[src/rtl/mem_copy_initiator.sv]
// Word-by-word memory copy engine: read src, write dst, one outstanding request, 4 cycles/word at zero stall.
// Put/get enables are decoded from state only; stalls on put_ready / get_ready simply hold the current state.
module mem_copy_initiator #(
  parameter int LEN_WIDTH = 16
) (
  input  logic                 CLK,
  input  logic                 RST_N,
  input  logic                 start,
  input  logic [31:0]          src_addr,
  input  logic [31:0]          dst_addr,
  input  logic [LEN_WIDTH-1:0] len_words,
  output logic                 busy,
  output logic                 done,
  output logic                 error,
  output logic [LEN_WIDTH-1:0] words_done,
  output logic                 mem_put_enable,
  input  logic                 mem_put_ready,
  output logic [67:0]          mem_put_request,
  output logic                 mem_get_enable,
  input  logic                 mem_get_ready,
  input  logic [67:0]          mem_get_response
);

  typedef enum logic [2:0] {
    S_IDLE   = 3'd0,
    S_RD_REQ = 3'd1,
    S_RD_RSP = 3'd2,
    S_WR_REQ = 3'd3,
    S_WR_RSP = 3'd4,
    S_DONE   = 3'd5
  } state_t;

  state_t               r_state;
  state_t               w_next;
  logic [31:0]          r_src;
  logic [31:0]          r_dst;
  logic [31:0]          r_rd_data;
  logic [LEN_WIDTH-1:0] r_rem;
  logic [LEN_WIDTH-1:0] r_words_done;
  logic                 r_error;

  logic [3:0]           w_rsp_be;
  logic [31:0]          w_rsp_addr;
  logic [31:0]          w_rsp_data;
  logic                 w_rd_ok;
  logic                 w_wr_ok;
  logic                 w_last;
  logic                 w_len_zero;

  assign w_rsp_be   = mem_get_response[67:64];
  assign w_rsp_addr = mem_get_response[63:32];
  assign w_rsp_data = mem_get_response[31:0];
  assign w_rd_ok    = (w_rsp_be == 4'b0000) && (w_rsp_addr == r_src);
  assign w_wr_ok    = (w_rsp_be == 4'b1111) && (w_rsp_addr == r_dst);
  assign w_last     = (r_rem == LEN_WIDTH'(1));
  assign w_len_zero = (len_words == '0);

  always_ff @(posedge CLK or negedge RST_N) begin
    if (!RST_N) begin
      r_state <= S_IDLE;
    end else begin
      r_state <= w_next;
    end
  end

  always_comb begin
    w_next = r_state;
    case (r_state)
      S_IDLE:   if (start) w_next = w_len_zero ? S_DONE : S_RD_REQ;
      S_RD_REQ: if (mem_put_ready) w_next = S_RD_RSP;
      S_RD_RSP: if (mem_get_ready) w_next = w_rd_ok ? S_WR_REQ : S_DONE;
      S_WR_REQ: if (mem_put_ready) w_next = S_WR_RSP;
      S_WR_RSP: if (mem_get_ready) w_next = (!w_wr_ok || w_last) ? S_DONE : S_RD_REQ;
      S_DONE:   w_next = S_IDLE;
      default:  w_next = S_IDLE;
    endcase
  end

  always_comb begin
    mem_put_enable  = 1'b0;
    mem_get_enable  = 1'b0;
    mem_put_request = 68'h0;
    busy            = 1'b0;
    done            = 1'b0;
    case (r_state)
      S_RD_REQ: begin
        mem_put_enable  = 1'b1;
        mem_put_request = {4'b0000, r_src, 32'h0};
        busy            = 1'b1;
      end
      S_RD_RSP: begin
        mem_get_enable = 1'b1;
        busy           = 1'b1;
      end
      S_WR_REQ: begin
        mem_put_enable  = 1'b1;
        mem_put_request = {4'b1111, r_dst, r_rd_data};
        busy            = 1'b1;
      end
      S_WR_RSP: begin
        mem_get_enable = 1'b1;
        busy           = 1'b1;
      end
      S_DONE:  done = 1'b1;
      default: ;
    endcase
  end

  // Address/count registers only move on accepted responses, so the request stays stable under stall.
  always_ff @(posedge CLK or negedge RST_N) begin
    if (!RST_N) begin
      r_src        <= 32'h0;
      r_dst        <= 32'h0;
      r_rd_data    <= 32'h0;
      r_rem        <= '0;
      r_words_done <= '0;
      r_error      <= 1'b0;
    end else begin
      case (r_state)
        S_IDLE: begin
          if (start) begin
            r_error      <= 1'b0;
            r_words_done <= '0;
            if (!w_len_zero) begin
              r_src <= {src_addr[31:2], 2'b00};
              r_dst <= {dst_addr[31:2], 2'b00};
              r_rem <= len_words;
            end
          end
        end
        S_RD_RSP: begin
          if (mem_get_ready) begin
            r_rd_data <= w_rsp_data;
            if (!w_rd_ok) r_error <= 1'b1;
          end
        end
        S_WR_RSP: begin
          if (mem_get_ready) begin
            if (!w_wr_ok) begin
              r_error <= 1'b1;
            end else begin
              r_words_done <= r_words_done + LEN_WIDTH'(1);
              r_rem        <= r_rem - LEN_WIDTH'(1);
              if (!w_last) begin
                r_src <= r_src + 32'd4;
                r_dst <= r_dst + 32'd4;
              end
            end
          end
        end
        default: ;
      endcase
    end
  end

  assign error      = r_error;
  assign words_done = r_words_done;

endmodule
[config.mk]
export PLATFORM = sky130hd
export DESIGN_NAME = mem_copy_initiator
export DESIGN_NICKNAME = d
export VERILOG_FILES = /design/src/rtl/mem_copy_initiator.sv
export SDC_FILE = /design/constraint.sdc
export NUM_CORES = 1
export LEC_CHECK = 0
export BUFFER_PORTS_ARGS = -buffer_cell sky130_fd_sc_hd__buf_2
export CORE_MARGIN = 4
export CORE_UTILIZATION = 26
export DETAILED_ROUTE_END_ITERATION = 8
export GPL_TIMING_DRIVEN = 0
export HOLD_SLACK_MARGIN = 0.12
export SLEW_MARGIN = 20
export SYNTH_ARGS = -nofsm -noshare
export SYNTH_HDL_FRONTEND = slang
export SYNTH_SLANG_ARGS = --single-unit
[constraint.sdc]
create_clock -name CLK -period 2.6 [get_ports CLK]
set_input_delay 0.39 -clock CLK [delete_from_list [all_inputs] [get_ports CLK]]
set_output_delay 0.39 -clock CLK [all_outputs]
set_load 0.03 [all_outputs]
== After elaboration in Yosys (flattened, before gate mapping) ==
Index checks and enable logic that the tools add are counted.

* Add/sub/neg operators: 4
* Equal/unequal tests: 19
* Reductions and logical operators: 18
* Multiplexer cells: 41

{| class="wikitable"
|+ Operators with widths
! kind !! number
|-
| $mux 32 || 10
|-
| $pmux 68 s2 || 1
|-
| $pmux 32 s2 || 2
|-
| $mux 16 || 7
|-
| $add 32x3->32 const B || 2
|-
| $eq 32x32->1 || 2
|-
| $pmux 16 s2 || 2
|-
| $mux 3 || 8
|-
| $ne 2x2->1 const B || 10
|-
| $add 16x1->16 const B || 1
|-
| $eq 16x1->1 const B || 1
|-
| $logic_not 16->1 || 1
|-
| $sub 16x1->16 const B || 1
|-
| $pmux 3 s5 || 1
|-
| $reduce_and 6->1 || 2
|-
| $reduce_and 5->1 || 2
|-
| $mux 1 || 9
|-
| $eq 3x2->1 const B || 2
|-
| $eq 3x3->1 const B || 2
|-
| $eq 4x4->1 const B || 1
|-
| $logic_not 4->1 || 1
|-
| $reduce_and 4->1 || 1
|-
| $reduce_or 2->1 || 2
|-
| $reduce_or 4->1 || 1
|-
| other kinds (9) || 10
|}

* Output and inout port bits: 89
* Bits of input ports: 153
* Flip-flop bits (word level): 132

== Longest topological paths before layout ==
* Depth in word-level cells: 7
* Depth in mapped cells: 10
* Gate-level depth less buffers: 8

== Worst setup path before layout ==
No wires, ideal clock.

* Path type: reg2out
* Start point: reg r_state[1]
* End point: out mem_put_request[34]
* Arrival: 1.877 ns
* Cell stages (with the launch flop): 6
* Slack: 0.333 ns
* Buffers on the path: 3
* Cells stage by stage: dfrtp_1 clkbuf_1 buf_1 clkbuf_1 mux2i_1 nor2_1

* Longest elaborated chain between the ends: 2

{| class="wikitable"
|+ RTL lines
! element !! line !! source
|-
| start: declaration || 33 || <nowiki>state_t r_state;</nowiki>
|-
| start signal: assignment || 62 || <nowiki>r_state <= w_next;</nowiki>
|-
| $eq 3x2->1 / $eq 3x1->1 (equally long branches) || 85 || <nowiki>case (r_state)</nowiki>
|-
| $pmux 68 s2 * || 85 ||
|-
| end: declaration || 18 || <nowiki>output logic [67:0] mem_put_request,</nowiki>
|}

Mark *: on every way between the ends. The rest lies on a longest branch, timed or not.

== Worst setup path in the final report ==
* Start point: reg r_dst[8]
* End point: reg r_src[12]

* Longest elaborated chain between the ends: 4

{| class="wikitable"
|+ RTL lines
! element !! line !! source
|-
| start: declaration || 36 || <nowiki>logic [31:0] r_dst;</nowiki>
|-
| start signal: assignment || 126 || <nowiki>r_dst <= {dst_addr[31:2], 2'b00};</nowiki>
|-
| start signal: assignment || 146 || <nowiki>r_dst <= r_dst + 32'd4;</nowiki>
|-
| $eq 32x32->1 || 54 || <nowiki>assign w_wr_ok = (w_rsp_be == 4'b1111) && (w_rsp_addr == r_dst);</nowiki>
|-
| $logic_and 1x1->1 || 54 ||
|-
| $ne 2x2->1 (no source line) || n/a ||
|-
| $reduce_and 6->1 (no source line) || n/a ||
|-
| end signal: assignment || 125 || <nowiki>r_src <= {src_addr[31:2], 2'b00};</nowiki>
|-
| end signal: assignment || 145 || <nowiki>r_src <= r_src + 32'd4;</nowiki>
|-
| end: declaration || 35 || <nowiki>logic [31:0] r_src;</nowiki>
|}

Every way passes these cells.
A chain may end at the register's enable or synchronous reset.

==> impl_metrics.csv <==
group,metric,value,unit
outcome,run_status,"completed",
sta,transition_time_of_the_tightest_slew_check_pin,0.8590,ns
sta,hold_viol,0,
placed_design,io_buffers,235,
logic_synthesis,ys.warnings.count,0,
setup_path,critical_path.max_stage_delay,0.43,ns
placed_design,preCtsSetupSlack,-0.5381,ns
sta,final_max_slew_viol_count,0,
floorplan,std_cell_rows,65,
drt,drt_first_iter_violations,1120,
setup_path,family_of_cells_with_the_greatest_summed_delay_on_the_critical_path,"simple AND/OR/NAND/NOR gates",
logic_synthesis,synth-seq-area-share,37.79,%
power,irDropWorstVdd,0.5789,mV
sta,setup_ws,0.01669,ns
final_layout,postLayoutCellArea,0.01101,mm2
setup_path,critical_path.startpoint_type,"flop",
drt,route.antenna.remaining_nets,0,
drt,drt_first_pass_iters,6,
logic_synthesis,share_of_flip_flops_with_an_asynchronous_set_or_reset,100.0,%
global_route,largest_net_degree_at_the_start_of_global_routing,74,
setup_path,timing.critical_path.cells,"xnor2_1 > nand4_1 > nor4_4 > and4_4 > o21a_1 > buf_6 > buf_4 > a41oi_1",
logic_synthesis,netlist_instances,1022,
placed_design,detailed_place.area,0.01024,mm2
power,power_spent_charging_and_discharging_nets,6.869,mW
sta,final.min_clock_period,2.583,ns
setup_path,end_kind,"flop",
logic_synthesis,ys_types,57,
global_route,grt-ovfl-total,0,
power,p_seq_share,28.3,%
floorplan,die_height,188.6,um
final_layout,drive_gt1_share,29.59,%
logic_synthesis,postSynthRegisterBits,128,
final_layout,nFillCells,3402,
final_layout,final_core_util,34.52,%
setup_path,cp_slowest_cell,"sky130_fd_sc_hd__dfrtp_1",
placed_design,place_hpwl,29.03,mm
power,switching_share,49.45,%
clock_tree,clock-root-buffer,"sky130_fd_sc_hd__clkbuf_16",
global_route,global_route.usage.total,20.58,%
clock_tree,clk_transition_reported_paths,0.06,ns
clock_tree,clock_network_latency_to_the_later_pin_of_the_worst_skew_pair,0.42,ns
sta,clock_skew,0.008636,ns
drt,wl,38.00,mm
final_layout,num-nets-final,1436,
global_route,antenna_found_initial,4,
logic_synthesis,synth_ff_type,"sky130_fd_sc_hd__dfrtp_1",
clock_tree,htree_levels,4,
sta,fin_hold_ws,0.1985,ns
sta,finalSetupViolations,0,
sta,final_sum_of_negative_setup_slack,0,ns
power,power_density,1262,mW/mm2
power,combinationalPowerShare,53.7,%
floorplan,io-pin-count,242,
setup_path,path_class,"flop to flop",
floorplan,die_area,0.03555,mm2
drt,routed_wire_length_per_instance,21.98,um
drt,via_count,9424,
floorplan,core,0.03188,mm2
power,power.leakage,4.832,nW
setup_path,worst-endpoint-required,2.86,ns
final_layout,area_growth_syn_to_layout,29.85,%
clock_tree,cts.sink_count,128,
min_path,hold_path.class,"input port to flop",
logic_synthesis,synth_enable_flop_cells,0,
run,maxCapViolations,0,
setup_path,buffers_and_inverters_on_the_worst_path,2,
drt,drcViolationCount,0,
drt,vias_per_cell,5.451,
sta,timing.slew.headroom,42.73,%
placed_design,place_congestion,0.9758,
floorplan,die_width,188.6,um
global_route,first_global_vias,9284,
floorplan,initial_cell_density_of_the_core,26.59,%
setup_path,arrival,2.84,ns
global_route,first_pass_grt_wire_length,56.45,mm
clock_tree,numCtsBuffers,17,
logic_synthesis,avgSynthCellArea,8.293,um2
clock_tree,ctsLongestPathBuffers,2,
sta,final.period_utilization,99.36,%
power,int_pwr,7.023,mW
logic_synthesis,mappedNetlistArea,0.008476,mm2
power,power_frac_clock,18.1,%
clock_tree,cts_tree,"done",
setup_path,path_max_fanout,10,
sta,highest_clock_rate,387.1,MHz
## routing by layer
layer,routed length [um],part of all wire (%),global-route usage (%),vias to the layer above
li1,-,-,-,4227
met1,15710,41,26.77,4517
met2,16930,45,31.83,578
met3,3417,9.0,4.668,100
met4,1932,5.1,11.07,2
met5,13,0.034,0,-
## flip-flops by register name, summed over array words and instances, names as in the netlist
register    flops
error           1
r_rem          16
words_done     16
r_dst          30
r_state         3
r_src          30
r_rd_data      32
## placed cells by master (no fill, tap or decap), drive strengths merged, types with 10 or more instances in the layout
master,instances
buf,275
dfrtp,128
a21oi,124
o21ai,90
nand2,86
nor2,85
clkbuf,63
and3,49
nand3,43
xnor2,37
mux2i,33
mux2,33
nand4,29
xor2,24
o22ai,24
nor4,20
inv,17
nor3,12
or3,11
a31oi,10
## synthesized netlist by cell type, types with 6 or more instances
cell type	number	area [um2]
sky130_fd_sc_hd__o22ai_1	24	150.1
sky130_fd_sc_hd__nand2b_1	8	50.05
sky130_fd_sc_hd__xnor2_1	37	324.1
sky130_fd_sc_hd__buf_4	9	67.56
sky130_fd_sc_hd__a21oi_1	124	620.6
sky130_fd_sc_hd__nor2_1	84	315.3
sky130_fd_sc_hd__and3_1	49	306.5
sky130_fd_sc_hd__inv_1	17	63.81
sky130_fd_sc_hd__a31oi_1	10	62.56
sky130_fd_sc_hd__or2_2	7	43.79
sky130_fd_sc_hd__xor2_1	24	210.2
sky130_fd_sc_hd__nor3_1	12	60.06
sky130_fd_sc_hd__nor4_1	18	112.6
sky130_fd_sc_hd__mux2i_1	33	330.3
sky130_fd_sc_hd__o21ai_0	83	415.4
sky130_fd_sc_hd__nand2_1	86	322.8
sky130_fd_sc_hd__a2bb2oi_1	6	52.55
sky130_fd_sc_hd__nand3_1	43	215.2
sky130_fd_sc_hd__mux2_2	33	371.6
sky130_fd_sc_hd__o21ai_1	7	35.03
sky130_fd_sc_hd__nand4_1	29	181.4
sky130_fd_sc_hd__dfrtp_1	128	3203
sky130_fd_sc_hd__or3_1	10	62.56
sky130_fd_sc_hd__clkbuf_1	43	161.4
sky130_fd_sc_hd__buf_2	23	115.1
## final cells by class
class / instances / area [um2] / share of cell area, %
clock buffers: 22 / 464.2 / 4.218
multi-input cells: 797 / 4908 / 44.60
diodes: 3 / 7.507 / 0.06821
inverters: 17 / 66.31 / 0.6025
well taps: 435 / 544.3 / 4.945
clock inverters: 10 / 135.1 / 1.228
repair buffers: 240 / 1246 / 11.32
plain buffers: 77 / 427.9 / 3.888
flip-flops and latches: 128 / 3206 / 29.13
## worst paths after layout
check / depth (start not counted) / slack, ns / end / from
worst max-delay path: 8 / 0.02 / r_src[12] / r_dst[8]
worst min-delay path: 2 / 0.20 / r_rd_data[24] / mem_get_response[24]
worst max register to register: 8 / 0.02 / r_src[12] / r_dst[8]
worst min register to register: 1 / 0.49 / r_rem[15] / r_rem[15]
max in group asynchronous: 3 / 1.32 / r_dst[2] / RST_N
min in group asynchronous: 2 / 0.53 / r_rd_data[15] / RST_N
## through the flow
step | total power, mW | cells
2_1_floorplan | 8.486 | 1023
6_report | 13.89 | 1729
3_3_place_gp | 10.95 | 1693
4_1_cts | 13.68 | 1726
3_5_place_dp | 11.06 | 1694
5_1_grt | 14.66 | 1729
## power groups by stage
stage | Sequential [mW] | Clock (mW) | Combinational (mW)
after floorplan | 3.50 | 0 | 4.99
after global placement | 3.78 | 0 | 7.17
after detailed placement | 3.81 | 0 | 7.25
after CTS | 3.80 | 2.54 | 7.34
after global routing | 4.03 | 2.64 | 7.99
final | 3.93 | 2.51 | 7.45
## kinds of logic (layout without fill, tap and decap cells)
| logic type | count (synthesis) | count (layout) | synth area share, % |
|---|---|---|---|
| and+or+nand+nor | 371 | 371 | 22.16 |
| DFF | 128 | 128 | 37.79 |
| other | 1 | 5 | 0.04424 |
| xor gates and xnor gates | 61 | 61 | 6.303 |
| muxes | 66 | 66 | 8.282 |
| AOI/OAI and AO/OA | 292 | 292 | 19.52 |
| buffers and inverters | 98 | 366 | 5.167 |
| adders and majority gates | 5 | 5 | 0.7381 |
## what timing repair did
item / in CTS / in global routing
endpoints found under the hold margin: 72 / 0
setup buffers: 0 / 3
pin swaps: 0 / 2
gates resized for setup: 28 / 29
endpoints found under the setup margin: 177 / 124
hold buffers: 1 / 0
Note: power is estimated with default switching activity, not from simulation.
